==> src/rtl/tdm_pkg.sv <==
`default_nettype none
// ============================================================================
// Module  : tdm_pkg
// Purpose : Shared definitions for the 8-channel TDM link (transmit mux and
//           receive demux). Frame geometry and receiver FSM state encodings.
// Contents: CHANNELS    - slots per frame (fixed at 8)
//           SEL_W       - slot index width, log2(CHANNELS)
//           tdm_state_t - receiver lock FSM states
// Revision: 1.0 - initial release
// ============================================================================
package tdm_pkg;

  localparam int CHANNELS = 8;
  localparam int SEL_W    = 3;

  typedef enum logic [1:0] {
    HUNT    = 2'd0,
    CONFIRM = 2'd1,
    LOCKED  = 2'd2
  } tdm_state_t;

endpackage
`default_nettype wire

==> src/rtl/tdm_slot_counter.sv <==
`default_nettype none
// ============================================================================
// Module  : tdm_slot_counter
// Purpose : Slot index tracker for the TDM receiver. Holds the slot expected
//           on the next valid beat and flags the first and last slot.
// Ports   : clk      in  1      rising-edge clock
//           rst      in  1      synchronous active-high reset (s <= 0)
//           en       in  1      advance by one slot, wrapping last -> 0
//           clr      in  1      force slot 0 (highest priority after rst)
//           load1    in  1      force slot 1 (beat just taken as slot 0)
//           s        out SEL_W  current slot index
//           at_start out 1      s is slot 0
//           at_last  out 1      s is the last slot of the frame
// Revision: 1.0 - initial release
// ============================================================================
module tdm_slot_counter
  import tdm_pkg::*;
(
  input  logic             clk,
  input  logic             rst,
  input  logic             en,
  input  logic             clr,
  input  logic             load1,
  output logic [SEL_W-1:0] s,
  output logic             at_start,
  output logic             at_last
);

  localparam logic [SEL_W-1:0] c_last = SEL_W'(CHANNELS - 1);

  logic [SEL_W-1:0] r_s;

  always_ff @(posedge clk) begin
    if (rst) begin
      r_s <= '0;
    end else if (clr) begin
      r_s <= '0;
    end else if (load1) begin
      r_s <= SEL_W'(1);
    end else if (en) begin
      // Natural power-of-two wrap takes the last slot back to 0.
      r_s <= r_s + SEL_W'(1);
    end
  end

  assign s        = r_s;
  assign at_start = (r_s == '0);
  assign at_last  = (r_s == c_last);

endmodule
`default_nettype wire

==> src/rtl/tdm_demux_8ch.sv <==
`default_nettype none
// ============================================================================
// Module  : tdm_demux_8ch
// Purpose : Receive side of the 8-channel TDM link. Tracks the slot index,
//           acquires and holds frame lock with a hysteresis FSM
//           (HUNT -> CONFIRM -> LOCKED), and reassembles each frame into a
//           parallel word where slot k lands in y[k].
// Params  : LOCK_FRAMES - consecutive aligned fsyncs to enter LOCKED (1..7)
//           LOSS_FRAMES - consecutive missing/misplaced fsyncs to drop (1..7)
// Ports   : clk       in  1      rising-edge clock
//           rst       in  1      synchronous active-high reset
//           din       in  1      serial slot data
//           din_valid in  1      beat qualifier
//           fsync     in  1      frame marker, high on the slot-0 beat
//           y         out 8      last completed frame
//           y_valid   out 1      one-cycle pulse when y updates
//           s         out SEL_W  slot expected on the next valid beat
//           locked    out 1      FSM is in LOCKED
//           sync_err  out 1      one-cycle pulse on a bad fsync while LOCKED
// Revision: 1.0 - initial release
// ============================================================================
module tdm_demux_8ch
  import tdm_pkg::*;
#(
  parameter int LOCK_FRAMES = 2,
  parameter int LOSS_FRAMES = 2
) (
  input  logic                clk,
  input  logic                rst,
  input  logic                din,
  input  logic                din_valid,
  input  logic                fsync,
  output logic [CHANNELS-1:0] y,
  output logic                y_valid,
  output logic [SEL_W-1:0]    s,
  output logic                locked,
  output logic                sync_err
);

  localparam logic [2:0] c_lock_frames = 3'(LOCK_FRAMES);
  localparam logic [2:0] c_loss_frames = 3'(LOSS_FRAMES);

  tdm_state_t          r_state;
  logic [2:0]          r_good_cnt;
  logic [2:0]          r_miss_cnt;
  // The last slot never needs storing: it goes straight from din into y.
  logic [CHANNELS-2:0] r_asm;
  logic [CHANNELS-1:0] r_y;
  logic                r_y_valid;
  logic                r_locked;
  logic                r_sync_err;

  logic [SEL_W-1:0]    w_s;
  logic                w_at_start;
  logic                w_at_last;
  logic [2:0]          w_good_inc;
  logic [2:0]          w_miss_inc;
  logic                w_miss;
  logic                w_loss;
  logic                w_clr;
  logic                w_load1;
  logic                w_adv;
  logic                w_emit;

  assign w_good_inc = r_good_cnt + 3'd1;
  assign w_miss_inc = r_miss_cnt + 3'd1;

  // A bad marker is either fsync absent on slot 0 or present on any other
  // slot, i.e. fsync disagrees with at_start.
  assign w_miss = w_at_start ^ fsync;
  assign w_loss = w_miss && (w_miss_inc == c_loss_frames);

  // Slot counter control, decoded from the same conditions the FSM uses.
  always_comb begin
    w_clr   = 1'b0;
    w_load1 = 1'b0;
    w_adv   = 1'b0;
    w_emit  = 1'b0;
    if (din_valid) begin
      case (r_state)
        HUNT: begin
          w_load1 = fsync;
        end
        CONFIRM: begin
          if (w_at_start && !fsync) begin
            w_clr = 1'b1;
          end else if (!w_at_start && fsync) begin
            w_load1 = 1'b1;
          end else begin
            w_adv = 1'b1;
          end
        end
        LOCKED: begin
          // Flywheel: a bad marker only advances, unless it is the one that
          // drops lock, in which case the beat is thrown away.
          if (w_loss) begin
            w_clr = 1'b1;
          end else begin
            w_adv  = 1'b1;
            w_emit = w_at_last;
          end
        end
        default: begin
          w_clr = 1'b1;
        end
      endcase
    end
  end

  tdm_slot_counter u_slot_counter (
    .clk      (clk),
    .rst      (rst),
    .en       (w_adv),
    .clr      (w_clr),
    .load1    (w_load1),
    .s        (w_s),
    .at_start (w_at_start),
    .at_last  (w_at_last)
  );

  always_ff @(posedge clk) begin
    if (rst) begin
      r_state    <= HUNT;
      r_good_cnt <= '0;
      r_miss_cnt <= '0;
      r_asm      <= '0;
      r_y        <= '0;
      r_y_valid  <= 1'b0;
      r_locked   <= 1'b0;
      r_sync_err <= 1'b0;
    end else begin
      r_y_valid  <= 1'b0;
      r_sync_err <= 1'b0;

      if (w_load1) begin
        r_asm[0] <= din;
      end else if (w_adv && !w_at_last) begin
        r_asm[w_s] <= din;
      end

      if (w_emit) begin
        r_y       <= {din, r_asm};
        r_y_valid <= 1'b1;
      end

      if (din_valid) begin
        case (r_state)
          HUNT: begin
            if (fsync) begin
              r_good_cnt <= 3'd1;
              if (c_lock_frames == 3'd1) begin
                r_state    <= LOCKED;
                r_locked   <= 1'b1;
                r_miss_cnt <= '0;
              end else begin
                r_state <= CONFIRM;
              end
            end
          end
          CONFIRM: begin
            if (w_at_start) begin
              if (fsync) begin
                r_good_cnt <= w_good_inc;
                if (w_good_inc == c_lock_frames) begin
                  r_state    <= LOCKED;
                  r_locked   <= 1'b1;
                  r_miss_cnt <= '0;
                end
              end else begin
                r_state <= HUNT;
              end
            end else if (fsync) begin
              // Realign onto the marker just seen.
              r_good_cnt <= 3'd1;
            end
          end
          LOCKED: begin
            if (w_miss) begin
              r_sync_err <= 1'b1;
              if (w_loss) begin
                r_state    <= HUNT;
                r_locked   <= 1'b0;
                r_miss_cnt <= '0;
              end else begin
                r_miss_cnt <= w_miss_inc;
              end
            end else if (w_at_start) begin
              r_miss_cnt <= '0;
            end
          end
          default: begin
            r_state  <= HUNT;
            r_locked <= 1'b0;
          end
        endcase
      end
    end
  end

  assign y        = r_y;
  assign y_valid  = r_y_valid;
  assign s        = w_s;
  assign locked   = r_locked;
  assign sync_err = r_sync_err;

endmodule
`default_nettype wire

==> config.mk <==
export PLATFORM = sky130hd
export DESIGN_NAME = tdm_demux_8ch
export DESIGN_NICKNAME = d
export VERILOG_FILES = /design/src/rtl/tdm_pkg.sv /design/src/rtl/tdm_slot_counter.sv /design/src/rtl/tdm_demux_8ch.sv
export SDC_FILE = /design/constraint.sdc
export NUM_CORES = 1
export LEC_CHECK = 0
export ABC_AREA = 1
export CORE_ASPECT_RATIO = 1.4
export CORE_MARGIN = 2
export CORE_UTILIZATION = 55
export DETAILED_ROUTE_END_ITERATION = 12
export PLACE_DENSITY = 0.82
export SLEW_MARGIN = 20
export SYNTH_ARGS = -nofsm -noshare
export SYNTH_HDL_FRONTEND = slang
export SYNTH_SLANG_ARGS = --single-unit
==> constraint.sdc <==
create_clock -name clk -period 2.46 [get_ports clk]
set_input_delay 0.369 -clock clk [delete_from_list [all_inputs] [get_ports clk]]
set_output_delay 0.369 -clock clk [all_outputs]
set_load 0.01 [all_outputs]
# After elaboration in Yosys (flattened, before gate mapping)
# Index checks and enable logic that the tools add are counted.
op_classes:
  n_bitwise: 5
  magnitude_cmp: 2
  mul: 0
  eq_ne: 14
  add_sub_neg: 3
  mux: 49
  div: 0
  reduce_logical: 22
  n_shift: 0
ops:
  columns: ["operator", "count"]
  rows:
  - ["3-bit 2-to-1 mux", 9]
  - ["1-bit 2-to-1 mux", 25]
  - ["2-bit 2-to-1 mux", 6]
  - ["2-bit != test (second input constant)", 6]
  - ["3-bit case mux with 2 select lines", 2]
  - ["6-bit AND reduction", 2]
  - ["3-bit by 1-bit adder with 3-bit output (second input constant)", 3]
  - ["3-bit != test (second input constant)", 3]
  - ["2-bit nonzero test", 4]
  - ["7-bit bitwise mux", 1]
  - ["7-bit AND reduction", 1]
  - ["3-bit by 2-bit equality test with 1-bit output (second input constant)", 2]
  - ["1-bit case mux with 3 select lines", 2]
  - ["2-bit case mux with 3 select lines", 1]
  - ["3-bit OR reduction", 2]
  - ["1-bit logical AND", 5]
  - ["3-bit by 4-bit less-than comparator with 1-bit output (second input constant)", 1]
  - ["1-bit NOT", 4]
  - ["1-bit case mux with 2 select lines", 2]
  - ["1-bit demux with 3-bit select", 1]
  - ["3-bit equality test (second input constant)", 1]
  - ["3-bit by 1-bit >= comparator with 1-bit output (second input constant)", 1]
  - ["1-bit logical NOT", 3]
  - ["3-bit logical NOT", 1]
  - ["7 further kinds", 7]
totals:
  ram_bits: 0
  word_cells: 106
  mem_count: 0
  reg_bits: 29
  rom_bits: 0
  in_bits: 5
  latchBits: 0
  output_inout_bits: 14

# Depth between registers and ports, before layout
logic_depth:
  ltp_word: 10
  depth_mapped: 15
  depth_no_buf: 15

# Hierarchy
# From an unflattened synthesis, not the netlist that was laid out.
hier_totals:
  hier_cells: 226
  area_unflattened_um2: 1606.5
modules_own_cells:
  columns: ["mod", "cells_each", "seq_area_each_um2", "area_each_um2", "instances"]
  rows:
  - ["tdm_demux_8ch", 201, 520.5, 1431.4, 1]
  - ["tdm_slot_counter", 25, 60.1, 175.2, 1]

# Least setup slack after synthesis
# OpenSTA, ideal clock, no wires.
synth_timing:
  kind: "reg2reg"
  start: "reg u_slot_counter.r_s[0] (netlist: u_slot_counter.s[0])"
  end: "reg r_asm[1]"
  setup_ns: 0.115
  path_stages_with_launch: 15
  period_less_slack_ns: 2.090
  t_arrival_ns: 1.975
  n_path_buf: 0
  t_required_ns: 2.345
  path_slack_ns: 0.370
  path_cell_list: "dfxtp_1 inv_1 ha_1 inv_1 nor2_4 inv_2 ha_1 nor2_1 nand3_4 nand2_2 nand2_4 nand3_4 nor2_8 a21oi_1 nor2_1"
synth_via:
  elab_chain_len: 9
  word_cells_on_any_way: 26
  classes_between: "order compare: 2; eq/ne: 1; mux: 12; bitwise: 2; reduce/logical: 9"
synth_rtl:
  columns: ["element", "line_no", "source"]
  rows:
  - ["start, declared", "tdm_slot_counter.sv:31", "logic [SEL_W-1:0] r_s;"]
  - ["start signal, assigned", "tdm_slot_counter.sv:42", "r_s <= r_s + SEL_W'(1);"]
  - ["3-bit logical NOT", "tdm_slot_counter.sv:47", "assign at_start = (r_s == '0);"]
  - ["1-bit logical NOT", "tdm_demux_8ch.sv:87", "end else if (!w_at_start && fsync) begin"]
  - ["1-bit logical AND", "tdm_demux_8ch.sv:87", null]
  - ["1-bit 2-to-1 mux", "tdm_demux_8ch.sv:87", null]
  - ["1-bit 2-to-1 mux", "tdm_demux_8ch.sv:85", "if (w_at_start && !fsync) begin"]
  - ["1-bit case mux with 2 select lines", "tdm_demux_8ch.sv:80", "case (r_state)"]
  - ["1-bit 2-to-1 mux", "tdm_demux_8ch.sv:79", "if (din_valid) begin"]
  - ["1-bit logical AND / 1-bit NOT (equally long branches)", null, null]
  - ["2-bit AND reduction (no line)", null, null]
  - ["end signal, assigned by index", "tdm_demux_8ch.sv:138", "r_asm[w_s] <= din;"]
  - ["end, declared", "tdm_demux_8ch.sv:47", "logic [CHANNELS-2:0] r_asm;"]
# Several ways; a longest one is shown, not always the timed one.
# A chain may end at the register's enable or synchronous reset.

# Worst setup path after layout
layout_timing:
  start: "reg u_slot_counter.r_s[0] (netlist: u_slot_counter.s[0])"
  end: "reg r_asm[3]"
# Same word-level chain as after synthesis.

==> flow_metrics.env <==
export IMPL_rsz0062_at_grt="no"
export IMPL_pin_count=19
export IMPL_cts_max_level=2
export IMPL_gr_total_overflow=0
export IMPL_path_clk_slew_ns=0.06
export IMPL_required_ns=2.64
export IMPL_power_internal_uw=775
export IMPL_areaGrowthSynthToFinish_pct=18.6
export IMPL_cp_start_kind="flip-flop"
export IMPL_first_global_vias=1393
export IMPL_drive_gt1_frac=0.123
export IMPL_place_area_um2=1840
export IMPL_grt_pass1_wl_um=5690
export IMPL_max_cap_viol_count=0
export IMPL_vias=1443
export IMPL_final_antenna_net_count=0
export IMPL_place_hpwl_um=2350
export IMPL_leakagePower_uw=0.000792
export IMPL_hold_viol_final=0
export IMPL_hp_class="reg -> reg"
export IMPL_crit_chain="inv_1 -> ha_1 -> inv_1 -> nor2_4 -> inv_2 -> ha_1 -> nor2_1 -> nand3_4 -> nand2_2 -> nand2_4 -> nand3_4 -> nor2_8 -> a21oi_1 -> nor2_1"
export IMPL_gp_congestion=0.882
export IMPL_place_inst=272
export IMPL_synth_cell_type_count=32
export IMPL_grt_use_total=0.222
export IMPL_io_buffers=18
export IMPL_die_h_um=68.3
export IMPL_cts_made_buffers=5
export IMPL_numClockSinks=29
export IMPL_p_clk_frac=0.331
export IMPL_final_area_um2=1930
export IMPL_via_per_inst=5.15
export IMPL_setup_tns_ns=0
export IMPL_synth_nets=238
export IMPL_ys_seq_area_frac=0.357
export IMPL_ys_seq_elements=29
export IMPL_coreArea_um2=2850
export IMPL_timing_fmax_ghz=0.457
export IMPL_nNetsFinal=261
export IMPL_regToRegStartpoint="u_slot_counter.s[0]"
export IMPL_cts_root_buffer_cell="clkbuf_8"
export IMPL_path_max_fanout=10
export IMPL_combPwrFrac=0.219
export IMPL_maxSlewViolCount=0
export IMPL_max_slew_margin_rel=0.608
export IMPL_antenna_found_initial=0
export IMPL_setup_viol=0
export IMPL_die_area_um2=3410
export IMPL_path_buf_inv=3
export IMPL_cts_hold_fix_buffers=0
export IMPL_p_seq_frac=0.450
export IMPL_switching_share=0.318
export IMPL_drt_total_wl_um=3320
export IMPL_fill_cells=245
export IMPL_period_share=0.889
export IMPL_initialDrtViolationCount=41
export IMPL_wl_per_cell_um=11.9
export IMPL_power_per_cell_area_nw_per_um2=590
export IMPL_cts_tree="yes"
export IMPL_clockBufferDepth=2
export IMPL_post_route_drc_count=0
export IMPL_synth_avg_cell_area_um2=7.42
export IMPL_skew_ns=0.00373
export IMPL_min_period_ns=2.19
export IMPL_max_stage_delay_ns=0.36
export IMPL_critPathKind="reg -> reg"
export IMPL_clk_latency_ns=0.28
export IMPL_crit_family="simple AND/OR/NAND/NOR gates"
export IMPL_row_count=23
export IMPL_synthesis_area_um2=1630
export IMPL_die_w_um=49.9
export IMPL_first_pass_iters=4
export IMPL_ys_warn_count=0
export IMPL_stdcell_count=280
export IMPL_cp_end_kind="flip-flop"
export IMPL_grt_max_degree=24
export IMPL_initial_core_util=0.570
export IMPL_syn_inst=219
export IMPL_slowest_stage="dfxtp_2"
export IMPL_ir_drop_mv=0.393
export IMPL_status="finished clean"
export IMPL_worstHoldStart="y[3]"
export IMPL_post_route_util=0.676
export IMPL_critPathLaunch="u_slot_counter.s[0]"
export IMPL_worst_ep_arrival_time_ns=2.36
export IMPL_diodes=0
export IMPL_worst_slew_pin_slew_ns=0.588
export IMPL_p_switching_uw=362
## cells in the final DEF (no fill, tap or decap), types with 2 or more instances in the layout
master            n
a21oi_1          17
clkbuf_8          5
clkdlybuf4s50_1  18
clkinv_2          3
dfxtp_1          28
ha_1             14
inv_1            24
inv_2             4
nand2_1          28
nand2_2           5
nand3_1          13
nand3_4           2
nor2_1           39
nor3_1            4
o21ai_0          18
o21ai_1           2
or2_0             2
## worst min-delay path: cells and delay by family (launching register included)
family        cells  cell delay [ns]
flops             1             0.32
simple gates      2             0.12
## per-stage QoR
stage          setup slack (ns)  hold slack [ns]  power, µW
2_1_floorplan             0.370            0.438        708
3_3_place_gp              0.285            0.462        762
3_5_place_dp              0.200            0.471        767
4_1_cts                   0.195            0.487       1150
5_1_grt                  0.0586            0.494       1200
6_report                  0.272            0.481       1140
## kinds of logic (layout without fill, tap and decap cells)
family	count (synthesis)	after routing	share of synthesized area
DFF	29	29	0.357
adders and majority gates	14	14	0.108
buffers and inverters	32	56	0.0777
AOI/OAI and AO/OA	40	40	0.132
xor gates and xnor gates	1	1	0.00539
and+or+nand+nor	103	103	0.320
## flip-flops by register name, summed over array words and instances (netlist names), 2 cells and up
name / count
y: 8
r_asm: 7
r_good_cnt: 3
r_miss_cnt: 3
u_slot_counter.s: 3
r_state: 2
## Yosys cell counts (all sizes together)
cell,instances,area share
nor2,42,0.11
nor3,5,0.018
inv,28,0.065
clkinv,1,0.0031
or2,3,0.012
xnor2,1,0.0054
nand2,34,0.091
nand3,15,0.062
a21oi,18,0.058
o31ai,1,0.0046
o21ai,20,0.062
clkbuf,1,0.0023
a211oi,1,0.0077
nand4,2,0.017
buf,2,0.0077
ha,14,0.11
nor4,1,0.0039
and2,1,0.0039
dfxtp,29,0.36
## cell type report
type | count | area, µm² | share of cell area
inverters | 29 | 110 | 0.0571
flip-flops and latches | 29 | 582 | 0.302
multi-input cells | 158 | 918 | 0.477
well taps | 37 | 46.3 | 0.0240
repair buffers | 19 | 188 | 0.0974
clock buffers | 6 | 72.6 | 0.0377
clock inverters | 2 | 10.0 | 0.00519
## path summary, 6_finish.rpt
check                           endpoint  slack (ns)  depth (start not counted)
worst max register to register  r_asm[3]        0.27                         14
worst min-delay path                y[3]        0.48                          2
worst min register to register      y[3]        0.48                          2
worst max-delay path            r_asm[3]        0.27                         14
## power groups by stage
| stage | combinational [µW] | sequential [µW] | clock, µW |
|---|---|---|---|
| 2_1_floorplan | 188 | 520 | 0 |
| 3_3_place_gp | 241 | 521 | 0 |
| 3_5_place_dp | 245 | 522 | 0 |
| 4_1_cts | 248 | 512 | 385 |
| 5_1_grt | 285 | 515 | 400 |
| 6_report | 249 | 512 | 376 |
## per-layer routing
| layer | track usage | routed length (µm) | part of all wire |
|---|---|---|---|
| met5 | 0 | 0 | 0 |
| met4 | 0.156 | 107 | 0.032 |
| met3 | 0.0502 | 124 | 0.037 |
| met2 | 0.412 | 1680 | 0.51 |
| met1 | 0.217 | 1410 | 0.42 |
## timing repair
| item | CTS | global route |
|---|---|---|
| setup buffers | 0 | 0 |
| gates resized for setup | 0 | 1 |
| setup endpoints to repair | 0 | 5 |
Note: power is estimated with default switching activity, not from simulation.
